File: config.mk
export PLATFORM = sky130hd
export DESIGN_NAME = cab_prog_sequencer
export DESIGN_NICKNAME = d
export VERILOG_FILES = /design/src/rtl/cab_prog_sequencer.sv
export SDC_FILE = /design/constraint.sdc
export NUM_CORES = 1
export LEC_CHECK = 0
export BUFFER_PORTS_ARGS = -buffer_cell sky130_fd_sc_hd__buf_2
export CAP_MARGIN = 10
export CORE_UTILIZATION = 45
export CTS_CLUSTER_SIZE = 25
export DETAILED_ROUTE_END_ITERATION = 8
export HOLD_SLACK_MARGIN = 0.08
export PLACE_DENSITY = 0.71
export SLEW_MARGIN = 10
export SYNTH_ARGS = -nofsm -noshare
export SYNTH_HDL_FRONTEND = slang
export SYNTH_SLANG_ARGS = --single-unit
File: constraint.sdc
create_clock -name clk -period 3.1 [get_ports clk]
set_input_delay 0.62 -clock clk [delete_from_list [all_inputs] [get_ports clk]]
set_output_delay 0.62 -clock clk [all_outputs]
set_load 0.05 [all_outputs]
File: src/rtl/cab_prog_sequencer.sv
// cab_prog_sequencer
// Sequences floating-gate programming of one switch-matrix element inside an
// island's CAB row: select the element, let the select lines settle, then
// alternate program pulses with read-back verifies until the measured value
// reaches the target, the iteration budget runs out, or the command is aborted.
//
// Ports
//   clk, rst                      clock, asynchronous active-high reset
//   cmd_valid/cmd_ready           command handshake (ready only when idle)
//   cmd_cab/row/col               element address
//   cmd_target                    verify threshold (pass when meas_val >= target)
//   cmd_pulse_len                 pulse width in cycles, 0 behaves as 1
//   abort                         terminate the running command
//   cab_sel/row_sel/col_sel       one-hot CAB select and matrix address
//   sel_en                        address/select valid
//   prog_pulse                    injection pulse
//   meas_en, meas_valid, meas_val read-back request and result
//   rsp_valid/rsp_ready           response handshake
//   rsp_status                    00 ok, 01 timeout, 10 bad address, 11 aborted
//   rsp_iters                     number of pulses applied
//   busy                          any state other than idle
//
// Every output is a flop whose D input is decoded from the next state, so the
// outputs always agree with the state register and carry no combinational path
// from the inputs.
module cab_prog_sequencer #(
    parameter int NUM_CAB  = 7,
    parameter int MROWS    = 7,
    parameter int MCOLS    = 1,
    parameter int PULSE_W  = 8,
    parameter int MEAS_W   = 10,
    parameter int MAX_ITER = 15,
    parameter int SETTLE   = 4,
    parameter int GAP      = 2,
    localparam int CAB_W   = (NUM_CAB > 1) ? $clog2(NUM_CAB) : 1,
    localparam int ROW_W   = (MROWS > 1) ? $clog2(MROWS) : 1,
    localparam int COL_W   = (MCOLS > 1) ? $clog2(MCOLS) : 1,
    localparam int ITER_W  = $clog2(MAX_ITER + 1)
) (
    input  logic               clk,
    input  logic               rst,
    input  logic               cmd_valid,
    output logic               cmd_ready,
    input  logic [CAB_W-1:0]   cmd_cab,
    input  logic [ROW_W-1:0]   cmd_row,
    input  logic [COL_W-1:0]   cmd_col,
    input  logic [MEAS_W-1:0]  cmd_target,
    input  logic [PULSE_W-1:0] cmd_pulse_len,
    input  logic               abort,
    output logic [NUM_CAB-1:0] cab_sel,
    output logic [ROW_W-1:0]   row_sel,
    output logic [COL_W-1:0]   col_sel,
    output logic               sel_en,
    output logic               prog_pulse,
    output logic               meas_en,
    input  logic               meas_valid,
    input  logic [MEAS_W-1:0]  meas_val,
    output logic               rsp_valid,
    input  logic               rsp_ready,
    output logic [1:0]         rsp_status,
    output logic [ITER_W-1:0]  rsp_iters,
    output logic               busy
);

    localparam logic [2:0] ST_IDLE   = 3'd0;
    localparam logic [2:0] ST_SELECT = 3'd1;
    localparam logic [2:0] ST_PULSE  = 3'd2;
    localparam logic [2:0] ST_GAP    = 3'd3;
    localparam logic [2:0] ST_VERIFY = 3'd4;
    localparam logic [2:0] ST_RESP   = 3'd5;

    localparam logic [1:0] RS_OK      = 2'b00;
    localparam logic [1:0] RS_TIMEOUT = 2'b01;
    localparam logic [1:0] RS_BADADDR = 2'b10;
    localparam logic [1:0] RS_ABORT   = 2'b11;

    logic [2:0]         state_r,  state_s;
    logic [PULSE_W-1:0] cnt_r,    cnt_s;
    logic [ITER_W-1:0]  iter_r,   iter_s;
    logic [1:0]         status_r, status_s;
    logic [CAB_W-1:0]   cab_r,    cab_s;
    logic [ROW_W-1:0]   row_r,    row_s;
    logic [COL_W-1:0]   col_r,    col_s;
    logic [MEAS_W-1:0]  target_r, target_s;
    logic [PULSE_W-1:0] len_r,    len_s;
    logic               bad_addr_s;
    logic [PULSE_W-1:0] pulse_load_s;
    logic               sel_on_s;

    // Address range check on the incoming command, widened so it never wraps.
    always_comb begin
        bad_addr_s = (32'(cmd_cab) >= 32'(NUM_CAB)) ||
                     (32'(cmd_row) >= 32'(MROWS))   ||
                     (32'(cmd_col) >= 32'(MCOLS));
    end

    // Down-counter load for a pulse; a zero length still yields one cycle.
    always_comb begin
        if (len_r == {PULSE_W{1'b0}}) begin
            pulse_load_s = {PULSE_W{1'b0}};
        end else begin
            pulse_load_s = len_r - {{(PULSE_W-1){1'b0}}, 1'b1};
        end
    end

    // Next-state, phase counter, iteration count and command field capture.
    always_comb begin
        state_s  = state_r;
        cnt_s    = cnt_r;
        iter_s   = iter_r;
        status_s = status_r;
        cab_s    = cab_r;
        row_s    = row_r;
        col_s    = col_r;
        target_s = target_r;
        len_s    = len_r;
        case (state_r)
            ST_IDLE: begin
                if (cmd_valid) begin
                    cab_s    = cmd_cab;
                    row_s    = cmd_row;
                    col_s    = cmd_col;
                    target_s = cmd_target;
                    len_s    = cmd_pulse_len;
                    iter_s   = {ITER_W{1'b0}};
                    if (bad_addr_s) begin
                        state_s  = ST_RESP;
                        status_s = RS_BADADDR;
                    end else begin
                        state_s = ST_SELECT;
                        cnt_s   = PULSE_W'(SETTLE - 1);
                    end
                end else begin
                    state_s = ST_IDLE;
                end
            end
            ST_SELECT: begin
                if (abort) begin
                    state_s  = ST_RESP;
                    status_s = RS_ABORT;
                end else if (cnt_r == {PULSE_W{1'b0}}) begin
                    state_s = ST_PULSE;
                    cnt_s   = pulse_load_s;
                    iter_s  = iter_r + {{(ITER_W-1){1'b0}}, 1'b1};
                end else begin
                    cnt_s = cnt_r - {{(PULSE_W-1){1'b0}}, 1'b1};
                end
            end
            ST_PULSE: begin
                if (abort) begin
                    state_s  = ST_RESP;
                    status_s = RS_ABORT;
                end else if (cnt_r == {PULSE_W{1'b0}}) begin
                    state_s = ST_GAP;
                    cnt_s   = PULSE_W'(GAP - 1);
                end else begin
                    cnt_s = cnt_r - {{(PULSE_W-1){1'b0}}, 1'b1};
                end
            end
            ST_GAP: begin
                if (abort) begin
                    state_s  = ST_RESP;
                    status_s = RS_ABORT;
                end else if (cnt_r == {PULSE_W{1'b0}}) begin
                    state_s = ST_VERIFY;
                end else begin
                    cnt_s = cnt_r - {{(PULSE_W-1){1'b0}}, 1'b1};
                end
            end
            ST_VERIFY: begin
                // abort takes priority over a result arriving in the same cycle
                if (abort) begin
                    state_s  = ST_RESP;
                    status_s = RS_ABORT;
                end else if (meas_valid) begin
                    if (meas_val >= target_r) begin
                        state_s  = ST_RESP;
                        status_s = RS_OK;
                    end else if (iter_r == ITER_W'(MAX_ITER)) begin
                        state_s  = ST_RESP;
                        status_s = RS_TIMEOUT;
                    end else begin
                        state_s = ST_PULSE;
                        cnt_s   = pulse_load_s;
                        iter_s  = iter_r + {{(ITER_W-1){1'b0}}, 1'b1};
                    end
                end else begin
                    state_s = ST_VERIFY;
                end
            end
            ST_RESP: begin
                if (rsp_ready) begin
                    state_s = ST_IDLE;
                end else begin
                    state_s = ST_RESP;
                end
            end
            default: begin
                state_s = ST_IDLE;
            end
        endcase
    end

    // Select lines are driven only while an element is being worked on.
    always_comb begin
        sel_on_s = (state_s == ST_SELECT) || (state_s == ST_PULSE) ||
                   (state_s == ST_GAP)    || (state_s == ST_VERIFY);
    end

    // State, working registers and output flops.
    always_ff @(posedge clk or posedge rst) begin
        if (rst) begin
            state_r    <= ST_IDLE;
            cnt_r      <= {PULSE_W{1'b0}};
            iter_r     <= {ITER_W{1'b0}};
            status_r   <= 2'b00;
            cab_r      <= {CAB_W{1'b0}};
            row_r      <= {ROW_W{1'b0}};
            col_r      <= {COL_W{1'b0}};
            target_r   <= {MEAS_W{1'b0}};
            len_r      <= {PULSE_W{1'b0}};
            cmd_ready  <= 1'b1;
            cab_sel    <= {NUM_CAB{1'b0}};
            row_sel    <= {ROW_W{1'b0}};
            col_sel    <= {COL_W{1'b0}};
            sel_en     <= 1'b0;
            prog_pulse <= 1'b0;
            meas_en    <= 1'b0;
            rsp_valid  <= 1'b0;
            rsp_status <= 2'b00;
            rsp_iters  <= {ITER_W{1'b0}};
            busy       <= 1'b0;
        end else begin
            state_r    <= state_s;
            cnt_r      <= cnt_s;
            iter_r     <= iter_s;
            status_r   <= status_s;
            cab_r      <= cab_s;
            row_r      <= row_s;
            col_r      <= col_s;
            target_r   <= target_s;
            len_r      <= len_s;
            cmd_ready  <= (state_s == ST_IDLE);
            cab_sel    <= sel_on_s ? ({{(NUM_CAB-1){1'b0}}, 1'b1} << cab_s) : {NUM_CAB{1'b0}};
            row_sel    <= sel_on_s ? row_s : {ROW_W{1'b0}};
            col_sel    <= sel_on_s ? col_s : {COL_W{1'b0}};
            sel_en     <= sel_on_s;
            prog_pulse <= (state_s == ST_PULSE);
            meas_en    <= (state_s == ST_VERIFY);
            rsp_valid  <= (state_s == ST_RESP);
            rsp_status <= (state_s == ST_RESP) ? status_s : 2'b00;
            rsp_iters  <= (state_s == ST_RESP) ? iter_s : {ITER_W{1'b0}};
            busy       <= (state_s != ST_IDLE);
        end
    end

endmodule

# Word-level counts from Yosys, hierarchy flattened
# Cells that the tools add are included.
# totals
register_bits	65
in_bits	41
output_inout_bits	23
elab_cells	118
# op_classes
addsub	3
magnitude_cmp	4
n_eq_ne	21
shift	1
muxes	55
reduce_logical	14
# op_table
operator	count
$mux 8	13
$mux 3	18
$pmux 8 s5	1
$mux 4	8
$ne 2x2->1 const B	10
$pmux 3 s6	1
$logic_not 8->1	2
$mux 2	8
$sub 8x1->8 const B	2
$eq 3x2->1 const B	4
$eq 3x3->1 const B	4
$pmux 4 s3	1
$reduce_and 11->1	1
$ge 10x10->1	1
$mux 7	1
$shl 1x3->7 const A	1
$eq 3x1->1 const B	2
$ge 3x3->1 const B	2
$logic_not 3->1	2
$pmux 2 s3	1
$logic_or 1x1->1	5
$reduce_bool 5->1	1
$add 4x1->4 const B	1
$eq 4x4->1 const B	1
5 further kinds	7

# Logic depth before layout (Yosys ltp)
# logic_depth
depth_word	11
depth_mapped	10
ltp_nobuf	9

# Least setup slack after synthesis
# Ideal clock, no wire load.
# synth_path
kind	input to register
startpoint	input meas_val[0]
endpoint	register cab_sel[3]
setup_ps	141
arrival_ps	2414
required_ps	2959
setup_slack_ps	545
path_stages	9
path_buffers	1
path_cell_list	inv_1 > ha_1 > nand2b_1 > a21o_1 > a211o_1 > o211a_1 > nor4_4 > buf_2 > a211oi_1
# synth_between
elab_chain_cells	10
word_cells_on_any_way	13
# synth_rtl
item	line	text
start, declared	57	input logic [MEAS_W-1:0] meas_val,
$ge 10x10->1 (*)	176	if (meas_val >= target_r) begin
$mux 3 (*)	176	
$mux 3 (*)	175	end else if (meas_valid) begin
$mux 3 (*)	172	if (abort) begin
$pmux 3 s6 (*)	117	case (state_r)
$eq 3x1->1 / $eq 3x2->1 (equally long branches)	206	sel_on_s = (state_s == ST_SELECT) || (state_s == ST_PULSE) ||
$logic_or 1x1->1 (2 in series)	206	
$logic_or 1x1->1 (*)	207	(state_s == ST_GAP) || (state_s == ST_VERIFY);
$mux 7 (*)	244	cab_sel <= sel_on_s ? ({{(NUM_CAB-1){1'b0}}, 1'b1} << cab_s) : {NUM_CAB{1'b0}};
end signal, assigned	223	cab_sel <= {NUM_CAB{1'b0}};
end signal, assigned	244	
end, declared	50	output logic [NUM_CAB-1:0] cab_sel,
# Mark *: on every way between the ends. The rest lies on a longest branch, timed or not.
# A chain may end at the register's enable or synchronous reset.

# Worst setup path in the final report
# layout_path
startpoint	register state_r[1]
endpoint	register cnt_r[1]
# layout_between
elab_chain_cells	3
word_cells_on_any_way	18
# layout_rtl
item	line	text
start, declared	77	logic [2:0] state_r, state_s;
start signal, assigned	234	state_r <= state_s;
$eq 3x3->1 (tied with other cells)	117	
$reduce_bool 5->1 (no source line) / $ne 2x2->1 (equally long branches)	--	
$reduce_and 11->1 (no source line)	--	
end signal, assigned	214	cnt_r <= {PULSE_W{1'b0}};
end signal, assigned	235	cnt_r <= cnt_s;
end, declared	78	logic [PULSE_W-1:0] cnt_r, cnt_s;
# Parallel ways exist; a longest one is shown, timed or not.

==> run summary <==
The ratio of cells with drive above 1 in the final layout came out at 0.259. The number of nets in the synthesized netlist is 425. The share of the synthesized area in the top cell type was 0.448; the starting utilization of the core area was 0.465.

TritonCTS created 9 clock buffers. Cell family contributing the most delay on the critical path: compound AO/OA/AOI/OAI gates. Global routing finished with a remaining overflow of 0. The maximum clock frequency came out at 391 MHz. For the sequential-to-total area share from yosys stat, the log shows 0.455.

In this run the worst hold path is classified as in2reg. The worst setup path is of the reg2reg kind. For the distinct cell type count of the synthesized netlist, the log shows 60. The via count of the routed design came out at 2,975. Synthesis inferred 65 register bits. The cell that appears most often on the critical path is a31oi_1.

The number of standard-cell rows in the floorplan was 32; the total wire length was 7930 microns. For the worst setup path, the data arrival time is 2.84 ns. The highest fanout seen on the critical path works out to 14.

On the critical path, the stage with the largest delay is an instance of dfrtp_1. In the synthesized netlist the dominant register cell turns out to be dfrtp_1. In this run the static leakage power is 2.01 nW. Buffers inserted to repair hold after CTS numbered 0.

The post-route DRC violation count is 0. The clock period minus final worst setup slack works out to 2.56 ns. Leaving out fill and tap cells, the most frequent cells in the layout are 64 x dfrtp_1, 63 x buf_2, 40 x nand2_1, 30 x inv_1, 24 x a21oi_1. The run finished with clean final reports. The cell at the root of the clock tree is clkbuf_8.

In the final design database the tool counted 492 nets. The completed layout was analyzed and its total power is 4.64 mW. The pre-antenna-repair detailed-routing pass consisted of 5 iterations. For the core box area, the log shows 7690 sq um. TritonCTS built the clock tree. The first global-routing pass estimated 13,500 microns of wire. For the worst setup path, the data required time is 3.38 ns. dfrtp_1 takes more of the synthesized area than any other cell. The relative slew slack was 0.464; the area growth from synthesis to layout was 18.4%. Gates resized during post-CTS repair numbered 0. Entering global routing, the biggest net connects 66 pins.

The most common cell after layout, fill and taps aside is dfrtp_1. The detail route stage leaves a number of antenna-violating nets equal to 0. In the final routed layout, each cell accounts on average for 14.6 microns. The tools report the initial antenna violation count as 0. Final total negative setup slack: 0 ns. The worst setup path is captured at a register. The routability congestion estimate from global placement was 0.873; the slew at the pin closest to its max-slew limit was 0.804 ns. The synthesized netlist occupies a cell area of 3570 sq um. The number of enable flip-flop cells after synthesis is 0, and the count of endpoints failing setup in the final report is 0.

The signal on the critical path passes through nor2_1 -> and2_1 -> a31oi_1 -> a31oi_1 -> a221o_1 -> mux2_4. The worst IR drop on VDD came out at 0.588 mV. The number of buffers and inverters on the critical path is 0.

The final-report max-slew violation count was 0. The clock arrives with 0.0146 ns of skew. The tools report the number of global-route vias before repair as 2,886. The run gives 0 as the warning count from the yosys run.

The post-synthesis average cell area is 9.69 sq um, and the number of H-tree levels is 3. The power density over the cells is 1100 nW/um^2. For the maximum clock insertion buffer count, the log shows 2. Buffers added to address setup during post-CTS repair amount to 0. The maximum cell stage delay along the critical path is 0.54 ns, and the number of endpoints with negative hold slack in the final report is 0.

The die height works out to 91.1 microns. For the violation count after the first detailed-routing iteration, the log shows 224. The die is 91.1 microns wide. The final critical-path share of the clock period was 0.826. At the later pin of the worst-skew pair, clock insertion delay measures 0.35 ns. For the count of mapped cells out of synthesis, the log shows 369. The number of fill cells was 697. By area the synthesized netlist is led by dfrtp_1 45%, ha_1 5.3%, nand2_1 4.2%, a21oi_1 3.4%, inv_1 3.3%. The logs give 64 for the I/O pin count and 0 for the count of inserted antenna diode cells. The tools report the max capacitance violation total as 0. The count of buffers added on input and output ports is 63. The global-route total usage across every layer is 0.207. After clock tree synthesis, the clock-pin slew on the worst setup and hold paths is 0.07 ns. The floorplan step defined a die boundary enclosing 8300 sq um. The tree built by TritonCTS fans out to 65 sinks.

Setup repair after global routing left no endpoint under its margin. The tools report the half-perimeter wire length of the detailed placement result as 5720 microns. Sort of element at the start of the critical path: a register.

The ratio of routed vias to standard cells was 5.48; the share of async-settable or async-resettable flops after synthesis was 1.00.
flip-flops by register name, indices dropped and copies added (netlist names), 2 cells and up:
register,count
cab_r,3
cab_sel,7
cnt_r,8
iter_r,4
len_r,8
row_r,3
row_sel,3
rsp_iters,4
rsp_status,2
state_r,3
status_r,2
target_r,10
layout make-up:
| class | instances | area, sq um | area share |
|---|---|---|---|
| repair buffers | 72 | 383 | 0.0904 |
| clock inverters | 6 | 90.1 | 0.0213 |
| flip-flops and latches | 65 | 1630 | 0.384 |
| clock buffers | 10 | 138 | 0.0325 |
| multi-input cells | 256 | 1750 | 0.413 |
| inverters | 32 | 120 | 0.0284 |
| well taps | 102 | 128 | 0.0301 |
power breakdown:
part | total (mW) | switching, mW | internal [mW]
registers | 1.42 | 0.212 | 1.21
clock network | 0.823 | 0.346 | 0.477
logic | 2.39 | 1.53 | 0.861
total | 4.64 | 2.09 | 2.55
logic make-up (layout without fill, tap and decap cells):
| group | Yosys count | in the layout | synth area share |
|---|---|---|---|
| AO/OA/AOI/OAI | 102 | 102 | 0.190 |
| XOR/XNOR | 8 | 8 | 0.0196 |
| adder cells (fa/ha/maj) | 16 | 16 | 0.0557 |
| buffers and inverters | 48 | 120 | 0.0571 |
| flip-flops | 65 | 65 | 0.455 |
| multiplexers | 17 | 17 | 0.0522 |
| AND/OR/NAND/NOR | 113 | 113 | 0.170 |
layer usage:
| layer | up-vias | part of all wire | global-route usage |
|---|---|---|---|
| met2 | 100 | 0.47 | 0.328 |
| li1 | 1446 | - | - |
| met4 | 0 | 0.011 | 0.0820 |
| met1 | 1423 | 0.47 | 0.273 |
| met3 | 6 | 0.052 | 0.0511 |
| met5 | - | 0 | 0 |
per-stage QoR:
stage	setup WS, ns	hold WS [ns]	area, sq um	utilization	std cells
final	0.540	0.477	4230	0.551	543
after global routing	0.376	0.476	4230	0.551	543
after CTS	0.591	0.462	4230	0.551	543
after detailed placement	0.294	0.477	4010	0.521	527
after global placement	0.336	0.464	4010	0.521	527
after floorplan	0.545	0.446	3570	-	369
path summary, 6_finish.rpt:
kind,from,end,slack [ns],cells after the start
setup reg to reg,state_r[1],cnt_r[1],0.54,6
max in group asynchronous,rst,state_r[2],2.07,3
min in group asynchronous,rst,len_r[6],0.50,3
hold / removal,cmd_target[3],target_r[3],0.48,3
hold reg to reg,row_r[0],row_r[0],0.49,2
setup / recovery,state_r[1],cnt_r[1],0.54,6
tightest hold or removal path: stages:
cell,delay [ns]
buf_2,0.07
nand2_1,0.03
o21ai_0,0.05
synthesized netlist by cell type (3+ instances only):
library cell  count
a211oi_1         14
nor2_1           17
o22ai_1           6
and2_1            3
nor2b_1           6
a21oi_1          24
a31oi_1           6
nand3_1          11
or2_2             3
nor3_1            8
clkbuf_1          7
nand2_1          40
dfrtp_1          64
o21ai_0          22
nand2b_1          5
xor2_1            4
ha_1             15
a22oi_1           3
mux2_2            9
a32oi_1           4
nor3b_1           4
xnor2_1           4
mux2i_1           7
o31a_1            3
inv_1            31
buf_2             7
o2bb2ai_1         3
No activity file was read; power rests on OpenSTA's default activity.
